<file path="config.mk">
export PLATFORM = sky130hd
export DESIGN_NAME = mod_writeback_unit_flat
export DESIGN_NICKNAME = d
export VERILOG_FILES = /design/src/rtl/core_pkg.sv /design/src/rtl/mod_writeback_unit_if.sv /design/src/rtl/mod_writeback_unit_load_align.sv /design/src/rtl/mod_writeback_unit.sv /design/src/flat_wrapper.sv
export SDC_FILE = /design/constraint.sdc
export NUM_CORES = 1
export LEC_CHECK = 0
export ABC_CLOCK_PERIOD_IN_PS = 1800
export CAP_MARGIN = 0
export CELL_PAD_IN_SITES_DETAIL_PLACEMENT = 1
export CELL_PAD_IN_SITES_GLOBAL_PLACEMENT = 1
export CORE_ASPECT_RATIO = 0.8
export CORE_MARGIN = 8
export CORE_UTILIZATION = 28
export DETAILED_ROUTE_END_ITERATION = 8
export PLACE_DENSITY = 0.91
export SYNTH_ARGS = -nofsm -noshare
export SYNTH_HDL_FRONTEND = slang
export SYNTH_SLANG_ARGS = --single-unit
</file>
<file path="constraint.sdc">
create_clock -name clk -period 1.8 [get_ports clk]
set_input_delay 0.36 -clock clk [delete_from_list [all_inputs] [get_ports clk]]
set_output_delay 0.36 -clock clk [all_outputs]
set_load 0.005 [all_outputs]
</file>
<file path="src/rtl/core_pkg.sv">
// Shared MIPS core definitions: load-size encodings, write-back source indices, default widths.
package core_pkg;

    localparam int unsigned DATA_W_DEF     = 32;
    localparam int unsigned REG_ADDR_W_DEF = 5;

    localparam logic [1:0] LS_WORD = 2'b00;
    localparam logic [1:0] LS_HALF = 2'b01;
    localparam logic [1:0] LS_BYTE = 2'b10;

    localparam int unsigned SRC_ALU  = 0;
    localparam int unsigned SRC_MEM  = 1;
    localparam int unsigned SRC_LINK = 2;
    localparam int unsigned SRC_AUX  = 3;

endpackage

</file>
<file path="src/rtl/mod_writeback_unit_if.sv">
// Upstream instruction bus into the write-back stage.
interface mod_writeback_unit_if #(
    parameter int unsigned DATA_W     = 32,
    parameter int unsigned NUM_SRC    = 4,
    parameter int unsigned SEL_W      = $clog2(NUM_SRC),
    parameter int unsigned REG_ADDR_W = 5
);
    logic                        in_valid;
    logic                        in_ready;
    logic [NUM_SRC*DATA_W-1:0]   src_data;
    logic [SEL_W-1:0]            src_sel;
    logic [1:0]                  load_size;
    logic                        load_unsigned;
    logic [1:0]                  byte_offset;
    logic                        reg_write_in;
    logic [REG_ADDR_W-1:0]       rd_in;

    modport master (
        output in_valid, src_data, src_sel, load_size, load_unsigned,
               byte_offset, reg_write_in, rd_in,
        input  in_ready
    );

    modport slave (
        input  in_valid, src_data, src_sel, load_size, load_unsigned,
               byte_offset, reg_write_in, rd_in,
        output in_ready
    );
endinterface

</file>
<file path="src/rtl/mod_writeback_unit_load_align.sv">
// Big-endian lane select, sign/zero extension and misalignment detection for memory loads.
module mod_load_align
    import core_pkg::*;
#(
    parameter int unsigned DATA_W = DATA_W_DEF
) (
    input  logic [DATA_W-1:0] mem_word,
    input  logic [1:0]        load_size,
    input  logic              load_unsigned,
    input  logic [1:0]        byte_offset,
    output logic [DATA_W-1:0] aligned_c,
    output logic              misalign_c
);
    logic [7:0]  byte_lane;
    logic [15:0] half_lane;

    always_comb begin
        aligned_c  = mem_word;
        misalign_c = 1'b0;
        byte_lane  = '0;
        half_lane  = '0;
        case (load_size)
            LS_HALF: begin
                misalign_c = byte_offset[0];
                half_lane  = byte_offset[1] ? mem_word[15:0] : mem_word[31:16];
                aligned_c  = {{(DATA_W-16){!load_unsigned && half_lane[15]}}, half_lane};
            end
            LS_BYTE: begin
                case (byte_offset)
                    2'd0:    byte_lane = mem_word[31:24];
                    2'd1:    byte_lane = mem_word[23:16];
                    2'd2:    byte_lane = mem_word[15:8];
                    default: byte_lane = mem_word[7:0];
                endcase
                aligned_c = {{(DATA_W-8){!load_unsigned && byte_lane[7]}}, byte_lane};
            end
            // word and the reserved encoding both load a full aligned word
            default: misalign_c = (byte_offset != 2'd0);
        endcase
    end
endmodule

</file>
<file path="src/rtl/mod_writeback_unit.sv">
// Registered MIPS write-back stage: source mux, load alignment and valid/stall/flush output register.
module mod_writeback_unit
    import core_pkg::*;
#(
    parameter int unsigned DATA_W     = DATA_W_DEF,
    parameter int unsigned NUM_SRC    = 4,
    parameter int unsigned SEL_W      = $clog2(NUM_SRC),
    parameter int unsigned MEM_SRC    = SRC_MEM,
    parameter int unsigned REG_ADDR_W = REG_ADDR_W_DEF
) (
    input  logic                  clk,
    input  logic                  rst,
    mod_writeback_unit_if.slave   up,
    input  logic                  wb_stall,
    input  logic                  flush,
    output logic                  wb_valid,
    output logic [DATA_W-1:0]     write_data,
    output logic [REG_ADDR_W-1:0] write_reg,
    output logic                  reg_write_en,
    output logic                  misalign_err
);
    logic [DATA_W-1:0] sel_word;
    logic [DATA_W-1:0] aligned;
    logic [DATA_W-1:0] next_data;
    logic              sel_ok;
    logic              is_mem;
    logic              misalign;
    logic              load_err;
    logic              next_en;

    assign up.in_ready = !wb_stall;

    mod_load_align #(.DATA_W(DATA_W)) u_align (
        .mem_word      (up.src_data[MEM_SRC*DATA_W +: DATA_W]),
        .load_size     (up.load_size),
        .load_unsigned (up.load_unsigned),
        .byte_offset   (up.byte_offset),
        .aligned_c     (aligned),
        .misalign_c    (misalign)
    );

    // Out-of-range selects match no source and leave sel_ok low
    always_comb begin
        sel_word = '0;
        sel_ok   = 1'b0;
        for (int k = 0; k < int'(NUM_SRC); k++) begin
            if (up.src_sel == SEL_W'(k)) begin
                sel_word = up.src_data[k*DATA_W +: DATA_W];
                sel_ok   = 1'b1;
            end
        end
    end

    always_comb begin
        is_mem    = sel_ok && (up.src_sel == SEL_W'(MEM_SRC));
        load_err  = is_mem && misalign;
        next_data = (!sel_ok || load_err) ? '0 : (is_mem ? aligned : sel_word);
        next_en   = up.reg_write_in && (up.rd_in != '0) && sel_ok && !load_err;
    end

    // Priority: flush > stall > capture > bubble
    always_ff @(posedge clk or posedge rst) begin
        if (rst) begin
            wb_valid     <= 1'b0;
            write_data   <= '0;
            write_reg    <= '0;
            reg_write_en <= 1'b0;
            misalign_err <= 1'b0;
        end else if (flush) begin
            wb_valid     <= 1'b0;
            reg_write_en <= 1'b0;
            misalign_err <= 1'b0;
        end else if (wb_stall) begin
            wb_valid     <= wb_valid;
        end else if (up.in_valid) begin
            wb_valid     <= 1'b1;
            write_data   <= next_data;
            write_reg    <= up.rd_in;
            reg_write_en <= next_en;
            misalign_err <= load_err;
        end else begin
            wb_valid     <= 1'b0;
            reg_write_en <= 1'b0;
            misalign_err <= 1'b0;
        end
    end
endmodule

</file>
<file path="src/flat_wrapper.sv">
// flat-port wrapper written by rule: the top's interface ports become plain ports
module mod_writeback_unit_flat import core_pkg::*;
#(
    parameter int unsigned DATA_W     = DATA_W_DEF,
    parameter int unsigned NUM_SRC    = 4,
    parameter int unsigned SEL_W      = $clog2(NUM_SRC),
    parameter int unsigned MEM_SRC    = SRC_MEM,
    parameter int unsigned REG_ADDR_W = REG_ADDR_W_DEF
)
  (clk, rst, wb_stall, flush, wb_valid, write_data, write_reg, reg_write_en, misalign_err, up_in_valid, up_src_data, up_src_sel, up_load_size, up_load_unsigned, up_byte_offset, up_reg_write_in, up_rd_in, up_in_ready);
  mod_writeback_unit_if #(.DATA_W(DATA_W), .NUM_SRC(NUM_SRC), .SEL_W(SEL_W), .REG_ADDR_W(REG_ADDR_W)) up_i ();
  input  logic clk;
  input  logic rst;
  input  logic wb_stall;
  input  logic flush;
  output logic wb_valid;
  output logic [DATA_W-1:0] write_data;
  output logic [REG_ADDR_W-1:0] write_reg;
  output logic reg_write_en;
  output logic misalign_err;
  input wire logic [$bits(up_i.in_valid)-1:0] up_in_valid;
  input wire logic [$bits(up_i.src_data)-1:0] up_src_data;
  input wire logic [$bits(up_i.src_sel)-1:0] up_src_sel;
  input wire logic [$bits(up_i.load_size)-1:0] up_load_size;
  input wire logic [$bits(up_i.load_unsigned)-1:0] up_load_unsigned;
  input wire logic [$bits(up_i.byte_offset)-1:0] up_byte_offset;
  input wire logic [$bits(up_i.reg_write_in)-1:0] up_reg_write_in;
  input wire logic [$bits(up_i.rd_in)-1:0] up_rd_in;
  output wire logic [$bits(up_i.in_ready)-1:0] up_in_ready;
  assign up_i.in_valid = up_in_valid;
  assign up_i.src_data = up_src_data;
  assign up_i.src_sel = up_src_sel;
  assign up_i.load_size = up_load_size;
  assign up_i.load_unsigned = up_load_unsigned;
  assign up_i.byte_offset = up_byte_offset;
  assign up_i.reg_write_in = up_reg_write_in;
  assign up_i.rd_in = up_rd_in;
  assign up_in_ready = up_i.in_ready;
  mod_writeback_unit #(.DATA_W(DATA_W), .NUM_SRC(NUM_SRC), .SEL_W(SEL_W), .MEM_SRC(MEM_SRC), .REG_ADDR_W(REG_ADDR_W)) u_core (.clk(clk), .rst(rst), .up(up_i), .wb_stall(wb_stall), .flush(flush), .wb_valid(wb_valid), .write_data(write_data), .write_reg(write_reg), .reg_write_en(reg_write_en), .misalign_err(misalign_err));
endmodule
</file>
==> impl_metrics.toml, run 1 <==
[clock_network]
clock_latency_ns = 0.28
root_buffer = "clkbuf_16"
htree_levels = 2
clock_path_buffers = 2
cts_hold_buf = 0
clkSinkCount = 40
path_clk_slew_ns = 0.07
cts_tree = "yes"
cts_made_buffers = 5

[sta]
worst_slew_pin_slew_ns = 0.4136
fmax_mhz = 570.5
skew_ns = 0
final_max_slew_viol_count = 0
setup_slack_ns = 0.04724
finalSetupViolations = 0
hold_viol = 0
layout_min_cycle_time_ns = 1.753
slew_headroom_pct = 72.34
fin_tns_setup_ns = 0
fin_crit_sh_pct = 97.38
hold_slack_ns = 0.4291

[synthesis]
ys.flop_type = "dfrtp_1"
synth_edf_count = 0
syn_area_sq_um = 3027
synth_area_per_cell_sq_um = 8.292
ys_seq_area_share_pct = 33.07
yosysWarnings = 0
synth_nets = 513
synth-async-reset-ratio_pct = 100.0
syn_inst = 365
ys_ff_latch = 40
synth_cell_types = 39

[grt]
grt_usage_pct = 21.71
overflow = 0
grt_max_degree = 46
grt_pass1_wl_um = 24680
antenna_found_initial = 2
grt_pass1_vias = 4417

[placed_design]
io_buffers = 186
dp_cells = 706
hpwl_um = 12490
placed_cell_area_sq_um = 5299
place.gp.congestion = 0.8651
dp_slack_ns = -0.6517

[setup_path]
worst-setup-path-type = "input port to flip-flop"
worstPathArrival_ns = 1.92
cp_data_required_time_ns = 1.97
cp-end-kind = "flip-flop"
startpoint_type = "input port"
path_max_fanout = 16

[job]
maxCapViolations = 0

[worst_hold_path]
worst_hold_path_type = "input port to async pin"

[floorplan]
placementRows = 34
ioPinCount = 187
die_area_sq_um = 14410
core-area_sq_um = 10720
die_h_um = 109.0
start_util_pct = 28.23
die-width_um = 132.2

[detailed_routing]
routed_via_density = 5.425
drtPass1Iterations = 4
first_iter_violations = 127
avgRoutedWirePerCell_um = 23.06
drt-total-wl_um = 16530
drc = 0
vias = 3890
ant_nets = 0

[layout]
drive_above_1_share_pct = 15.38
syn2layout_area_growth_pct = 88.92
layout_common_cells = "clkdlybuf4s50_1 (176), nand2_1 (55), dfrtp_1 (40)"
final_common_cell = "clkdlybuf4s50_1"
final_cell_count_no_fill = 717
largest_register_ffs = 32
fin_area_sq_um = 5718
layout.nets = 719

[pwr]
p_leak_uw = 0.002438
ir_worst_vdd_mv = 0.4269
power_density_nw_per_um2 = 670.1

[run_status]
run_status = "complete, no violations"
cell usage after synthesis (2+ instances only):
| library cell | instances | area [sq um] |
|---|---|---|
| a221o_1 | 3 | 30.03 |
| or2_2 | 2 | 12.51 |
| inv_1 | 6 | 22.52 |
| o31ai_1 | 14 | 105.1 |
| buf_2 | 12 | 60.06 |
| nand2_1 | 55 | 206.5 |
| buf_1 | 2 | 7.510 |
| mux2i_1 | 41 | 410.4 |
| a21oi_1 | 40 | 200.2 |
| a22o_1 | 13 | 113.9 |
| o2111ai_1 | 6 | 52.55 |
| nand2b_1 | 3 | 18.77 |
| dfrtp_1 | 40 | 1001 |
| nor2_1 | 35 | 131.4 |
| o21bai_1 | 2 | 15.01 |
| a221oi_1 | 6 | 52.55 |
| ha_1 | 2 | 25.02 |
| buf_6 | 5 | 56.30 |
| clkbuf_1 | 11 | 41.29 |
| o21ai_0 | 35 | 175.2 |
| a22oi_1 | 8 | 60.06 |
| o211ai_1 | 7 | 52.55 |
final timing paths:
kind / from / end / depth (start not counted) / slack [ns]
setup / recovery: up_src_sel[1] / u_core.write_data[23]$_DFFE_PP0P_ / 8 / 0.05
hold / removal: rst / u_core.reg_write_en$_DFFE_PP0P_ / 3 / 0.43
setup reg to reg: u_core.write_data[31]$_DFFE_PP0P_ / u_core.write_data[31]$_DFFE_PP0P_ / 1 / 0.97
hold reg to reg: u_core.write_data[13]$_DFFE_PP0P_ / u_core.write_data[13]$_DFFE_PP0P_ / 2 / 0.48
max in group asynchronous: rst / u_core.write_data[6]$_DFFE_PP0P_ / 3 / 1.16
min in group clk: u_core.write_data[13]$_DFFE_PP0P_ / u_core.write_data[13]$_DFFE_PP0P_ / 2 / 0.48
through the flow:
| stage | total power [uW] | utilization, % |
|---|---|---|
| 4_1_cts | 3809 | 52.60 |
| 6_report | 3832 | 53.34 |
| 5_1_grt | 4004 | 53.34 |
| 3_3_place_gp | 2597 | 49.43 |
| 3_5_place_dp | 2668 | 49.43 |
| 2_1_floorplan | 1680 | - |
report_power, final:
part | total, uW | switching (uW) | internal, uW | leakage [uW]
clock network | 1070 | 406 | 660 | 0.0000804
logic | 1590 | 650 | 941 | 0.00186
registers | 1170 | 105 | 1070 | 0.000499
total | 3830 | 1160 | 2670 | 0.00244
area by class of cell:
cell class	instances	area, sq um
clock inverters	3	46.29
multi-input cells	287	2006
fillers	1241	5002
flip-flops and latches	40	1001
inverters	6	22.52
clock buffers	5	125.1
well taps	144	180.2
diodes	1	2.502
repair buffers	231	2335
routing by layer:
metal / GRT usage (%) / vias to the layer above / wire length, um
li1: - / 1756 / -
met1: 24.17 / 1908 / 6583
met2: 39.29 / 185 / 8329
met3: 6.354 / 39 / 1181
met4: 7.761 / 2 / 425
met5: 0 / - / 13
logic make-up after synthesis:
| group | count (synthesis) | synth area share [%] |
|---|---|---|
| AO/OA/AOI/OAI | 141 | 30.76 |
| AND/OR/NAND/NOR | 102 | 14.43 |
| multiplexers | 42 | 14.30 |
| flip-flops | 40 | 33.07 |
| buffers and inverters | 38 | 6.614 |
| adder cells (fa/ha/maj) | 2 | 0.8267 |
worst max-delay path, cell delays in order:
cell and delay, ns:
clkdlybuf4s50_1 0.44, buf_4 0.16, nor2b_4 0.14, buf_6 0.17, nand2b_1 0.17, buf_12 0.16, nor2_1 0.06, a221o_1 0.27
timing repair:
action / in CTS / in global routing
resized for setup: 39 / 20
pin swaps: 3 / 2
buffers inserted: 0 / 1
gates cloned: 1 / 0
endpoints found under the hold margin: 0 / 0
endpoints found under the setup margin: 35 / 31
Power figures use the tool's default switching activity.
==> run 2, diff against run 1 <==
PLACE_DENSITY = 0.95   (was 0.91)
==> impl_metrics.toml, run 2 (synthesis results as in run 1) <==
[run_status]
run_status = "complete, but fails checks"
violations = "setup timing"

[grt]
grt_max_degree = 24
grt_usage_pct = 22.40
antenna_found_initial = 0
overflow = 0
grt_pass1_vias = 4447
grt_pass1_wl_um = 25340

[setup_path]
cp-end-kind = "flip-flop"
path_max_fanout = 13
startpoint_type = "input port"
worstPathArrival_ns = 2.08
cp_data_required_time_ns = 2.02
worst-setup-path-type = "input port to flip-flop"

[floorplan]
placementRows = 34
ioPinCount = 187
core-area_sq_um = 10720
start_util_pct = 28.23
die_area_sq_um = 14410
die_h_um = 109.0
die-width_um = 132.2

[clock_network]
clock_path_buffers = 2
path_clk_slew_ns = 0.07
cts_tree = "yes"
htree_levels = 2
clock_latency_ns = 0.28
root_buffer = "clkbuf_16"
cts_hold_buf = 0
clkSinkCount = 40
cts_made_buffers = 5

[detailed_routing]
avgRoutedWirePerCell_um = 24.33
ant_nets = 0
first_iter_violations = 126
drc = 0
routed_via_density = 5.442
drtPass1Iterations = 4
vias = 3973
drt-total-wl_um = 17760

[job]
maxCapViolations = 0

[layout]
final_common_cell = "clkdlybuf4s50_1"
syn2layout_area_growth_pct = 93.59
n_antenna_cell = 0
final_cell_count_no_fill = 730
layout_common_cells = "clkdlybuf4s50_1 (176), nand2_1 (55), buf_4 (45)"
layout.nets = 733
largest_register_ffs = 32
fin_area_sq_um = 5859
drive_above_1_share_pct = 18.60

[pwr]
ir_worst_vdd_mv = 0.3519
p_leak_uw = 0.002494
finalPower_uw = 3900
power_density_nw_per_um2 = 665.5

[sta]
worst_slew_pin_slew_ns = 0.4596
fmax_mhz = 537.5
skew_ns = 0
grt_setup_unrepaired = "true"
layout_min_cycle_time_ns = 1.860
final_max_slew_viol_count = 0
slew_headroom_pct = 68.48
hold_viol = 0
setup_slack_ns = -0.06041
fin_crit_sh_pct = 103.4
finalSetupViolations = 7

[placed_design]
io_buffers = 186
hpwl_um = 12610
place.gp.congestion = 0.8740
dp_cells = 706
placed_cell_area_sq_um = 5299

[worst_hold_path]
worst_hold_path_type = "input port to async pin"
## run 2: cell types whose count changed in the layout (fill, tap and decap cells not counted), moves of 5 or more
cell,delta
o31ai_1,-5
o21ai_1,+5
o21ai_0,-5
o31ai_2,+5
buf_4,+12
## run 2: per-stage QoR
stage	util [%]	setup slack (ns)	setup TNS, ns	hold WS, ns
finish	54.66	-0.06041	-0.1137	0.4084
global route	54.66	-0.07317	-0.7884	0.4648
CTS	52.64	0.02283	0	0.4240
detailed placement	49.43	-0.6419	-18.35	0.4738
global placement	49.43	-0.5575	-15.33	0.4599
floorplan	-	0.0009992	0	0.4264
## run 2: final cells by class
type / instances / area, sq um
multi-input combinational: 287 / 2029
timing repair buffer: 245 / 2455
fill: 1220 / 4861
inverter: 6 / 22.52
tap: 144 / 180.2
sequential: 40 / 1001
clock buffer: 5 / 125.1
clock inverter: 3 / 46.29
## run 2: path summary, 6_finish.rpt
| kind | from | end | slack, ns | cells after the start |
|---|---|---|---|---|
| max | up_src_data[39] | u_core.write_data[25]$_DFFE_PP0P_ | -0.06 | 7 |
| min | rst | u_core.wb_valid$_DFFE_PP0P_ | 0.41 | 2 |
| max reg2reg | u_core.write_data[23]$_DFFE_PP0P_ | u_core.write_data[23]$_DFFE_PP0P_ | 0.96 | 1 |
| min reg2reg | u_core.write_data[3]$_DFFE_PP0P_ | u_core.write_data[3]$_DFFE_PP0P_ | 0.48 | 2 |
| max in group asynchronous | rst | u_core.write_data[31]$_DFFE_PP0P_ | 0.90 | 3 |
| min in group clk | u_core.write_data[3]$_DFFE_PP0P_ | u_core.write_data[3]$_DFFE_PP0P_ | 0.48 | 2 |
## run 2: metal layers
metal | vias to the layer above | wire length [um] | GRT usage, %
met5 | - | 0 | 0
met4 | 0 | 695 | 8.973
met3 | 51 | 1109 | 6.446
met2 | 191 | 8991 | 40.89
met1 | 1948 | 6965 | 24.40
li1 | 1783 | - | -
## run 2: worst max-delay path, stage by stage
cell             delay, ns
clkdlybuf4s50_1       0.57
mux2i_4               0.12
o22ai_4               0.28
nor3_4                0.10
buf_12                0.16
o31ai_1               0.29
a22o_1                0.20
## run 2: power breakdown
group	internal, uW	leakage, uW	switching [uW]
logic	965	0.00191	689
registers	1070	0.000499	112
clock network	660	0.0000804	406
total	2690	0.00249	1210
## run 2: what timing repair did
action                                  CTS  global route
gates cloned                              1             0
endpoints found under the setup margin   35            27
pin swaps                                 6             6
buffers inserted                          2            13
resized for setup                        41            31
==> RTL edit: new RTL, config.mk and constraints of run 1 <==
`NUM_SRC` is set to 4 in 3 places; all go to 8.
--- a/src/rtl/mod_writeback_unit_if.sv
+++ b/src/rtl/mod_writeback_unit_if.sv
@@ -1,7 +1,7 @@
 // Upstream instruction bus into the write-back stage.
 interface mod_writeback_unit_if #(
     parameter int unsigned DATA_W     = 32,
-    parameter int unsigned NUM_SRC    = 4,
+    parameter int unsigned NUM_SRC    = 8,
     parameter int unsigned SEL_W      = $clog2(NUM_SRC),
     parameter int unsigned REG_ADDR_W = 5
 );
--- a/src/rtl/mod_writeback_unit.sv
+++ b/src/rtl/mod_writeback_unit.sv
@@ -3,7 +3,7 @@
     import core_pkg::*;
 #(
     parameter int unsigned DATA_W     = DATA_W_DEF,
-    parameter int unsigned NUM_SRC    = 4,
+    parameter int unsigned NUM_SRC    = 8,
     parameter int unsigned SEL_W      = $clog2(NUM_SRC),
     parameter int unsigned MEM_SRC    = SRC_MEM,
     parameter int unsigned REG_ADDR_W = REG_ADDR_W_DEF
--- a/src/flat_wrapper.sv
+++ b/src/flat_wrapper.sv
@@ -2,7 +2,7 @@
 module mod_writeback_unit_flat import core_pkg::*;
 #(
     parameter int unsigned DATA_W     = DATA_W_DEF,
-    parameter int unsigned NUM_SRC    = 4,
+    parameter int unsigned NUM_SRC    = 8,
     parameter int unsigned SEL_W      = $clog2(NUM_SRC),
     parameter int unsigned MEM_SRC    = SRC_MEM,
     parameter int unsigned REG_ADDR_W = REG_ADDR_W_DEF
Interface: changed (resized up_src_data and up_src_sel); port bits go from 187 to 316. The function was not compared with the original's and may differ.
==> RTL edit against run 1 <==
  * Largest cell class unchanged
  * Area after synthesis grew 58%
  * Largest power group unchanged
  * Sequential cell count unchanged
  * Routed wire length rose by 98%
  * Synthesized cell count rose by 61%
  * The flow now finishes with violations (setup timing)
  * Final area up 63%
  * Power increased by 27%
  * Cell count grew 69%
  * Setup slack got worse by 0.10 ns
==> RTL edit: results (changes against run 1) <==
| Metric | Value |
|---|---|
| Drt first-iter violations | 503 (was 127) |
| Synth top cells by count | nand2_1, mux2i_1, o21ai_0 (was nand2_1, mux2i_1, a21oi_1, dfrtp_1) |
| Largest net degree at the start of global routing | 41 (was 46) |
| Tot GR Track Use | 0.2823 (was 0.2171) |
| Static leakage | 3.930 nW (was 2.438 nW) |
| Initial antenna violation count | 4 (was 2) |
| Critical path data arrival time | 2.02 ns (was 1.92 ns) |
| Synth Net Count | 866 (was 513) |
| Global-route wire length before repair | 46.79 mm (was 24.68 mm) |
| Slowest stage cell, crit path | buf_4 (was clkdlybuf4s50_1) |
| Worst Slack Setup Final | -0.05562 ns (was 0.04724 ns) |
| HPWL after detailed placement | 26.41 mm (was 12.49 mm) |
| Number of I/O port buffers | 315 (was 186) |
| Largest cells by area after synthesis | dfrtp_1, mux2i_1, o21ai_0 (was dfrtp_1, mux2i_1, nand2_1) |
| Distinct cells, synth | 58 (was 39) |
| Share of cells above drive strength 1 | 0.2204 (was 0.1538) |
| Initial DRT Pass Iterations | 7 (was 4) |
| WL/cell | 27.02 um (was 23.06 um) |
| Final nets | 1265 (was 719) |
| Sequential share of the synthesized area | 0.2092 (was 0.3307) |
| Largest fanout on the critical path | 33 (was 16) |
| Outcome | finished with violations (was complete, no violations) |
| Vias in the first global route | 7581 (was 4417) |
| DR vias/cell | 5.773 (was 5.425) |
| Final setup viols | 4 (was 0) |
| Failing checks | setup timing |
| Clk slew on worst S/H paths | 0.06 ns |
| Final RePlAce weighted congestion | 0.9822 (was 0.8651) |
| Max_slew headroom | 0.6452 (was 0.7234) |
| Worst vdd ir | 0.3111 mV (was 0.4269 mV) |
| Worst path max stage delay | 0.46 ns (was 0.44 ns) |
[RTL edit: changes by cell type after synthesis, moves of 11 or more]
| cell | delta |
|---|---|
| o21ai_0 | +20 |
| mux2_2 | +17 |
| clkbuf_1 | +13 |
| a22o_1 | -11 |
| a31oi_1 | +13 |
| nand2_1 | +16 |
| o221ai_1 | +16 |
| nor3_1 | +14 |
| mux2i_1 | +23 |
[RTL edit: power by group]
part	internal, mW	total (mW)	switching, mW
sequential	1.07	1.19	0.126
clock	0.731	1.12	0.390
combinational	1.45	2.55	1.09
[RTL edit: kinds of logic (layout without fill, tap and decap cells)]
logic type               after synthesis  count (layout)  synth area share
buffers and inverters                 69             469           0.08653
AND/OR/NAND/NOR                      169             169            0.1644
AO/OA/AOI/OAI                        219             219            0.3200
multiplexers                          90              90            0.2146
flip-flops                            40              40            0.2092
adder cells (fa/ha/maj)                2               2          0.005228
other                                  0               2                 0
[RTL edit: path summary, 6_finish.rpt]
path / startpoint / to / slack (ns) / cells past startpoint
worst max-delay path: up_src_sel[0] / u_core.write_data[23] / -0.06 / 6
worst min-delay path: rst / u_core.write_reg[1] / 0.42 / 3
worst max register to register: u_core.write_data[6] / u_core.write_data[6] / 0.98 / 1
worst min register to register: u_core.write_reg[0] / u_core.write_reg[0] / 0.49 / 2
max in group asynchronous: rst / u_core.write_data[10] / 1.18 / 3
min in group clk: u_core.write_reg[0] / u_core.write_reg[0] / 0.49 / 2
[RTL edit: repair_timing]
item | 4_1_cts | 5_1_grt
endpoints found under the setup margin | 35 | 28
pin swaps | 5 | 8
setup buffers | 3 | 4
gates resized for setup | 30 | 28
gates cloned | 0 | 1
[RTL edit: cell type report]
class / instances / area [um^2]
fill: 1888 / 7317
timing repair buffer: 449 / 4323
multi-input combinational: 480 / 3510
sequential: 40 / 1001
tap: 220 / 275.3
clock buffer: 7 / 152.6
inverter: 12 / 45.04
clock inverter: 1 / 30.03
antenna: 2 / 5.005
[RTL edit: critical path: cells and delay by family]
family,cells,cell delay [ns]
buffers and inverters,2,0.64
muxes,1,0.27
AOI/OAI and AO/OA,3,0.72
[RTL edit: stage by stage]
step	area (um^2)	util	setup TNS (ns)	std cells	worst slack [ns]
6_report	9341	0.5608	-0.1036	1211	-0.05562
5_1_grt	9341	0.5608	-0.3014	1211	-0.08668
4_1_cts	9203	0.5524	0	1204	0.002715
3_5_place_dp	8932	0.5362	-21.80	1193	-0.8375
3_3_place_gp	8932	0.5362	-18.94	1193	-0.6496
2_1_floorplan	4802	-	0	589	0.02683
[RTL edit: per-layer routing]
metal	track usage	vias to the layer above	routed length (um)
met2	0.4828	463	15500
met1	0.3397	3393	12940
met4	0.08573	4	1143
met3	0.07316	96	3104
met5	0	-	26
li1	-	3035	-
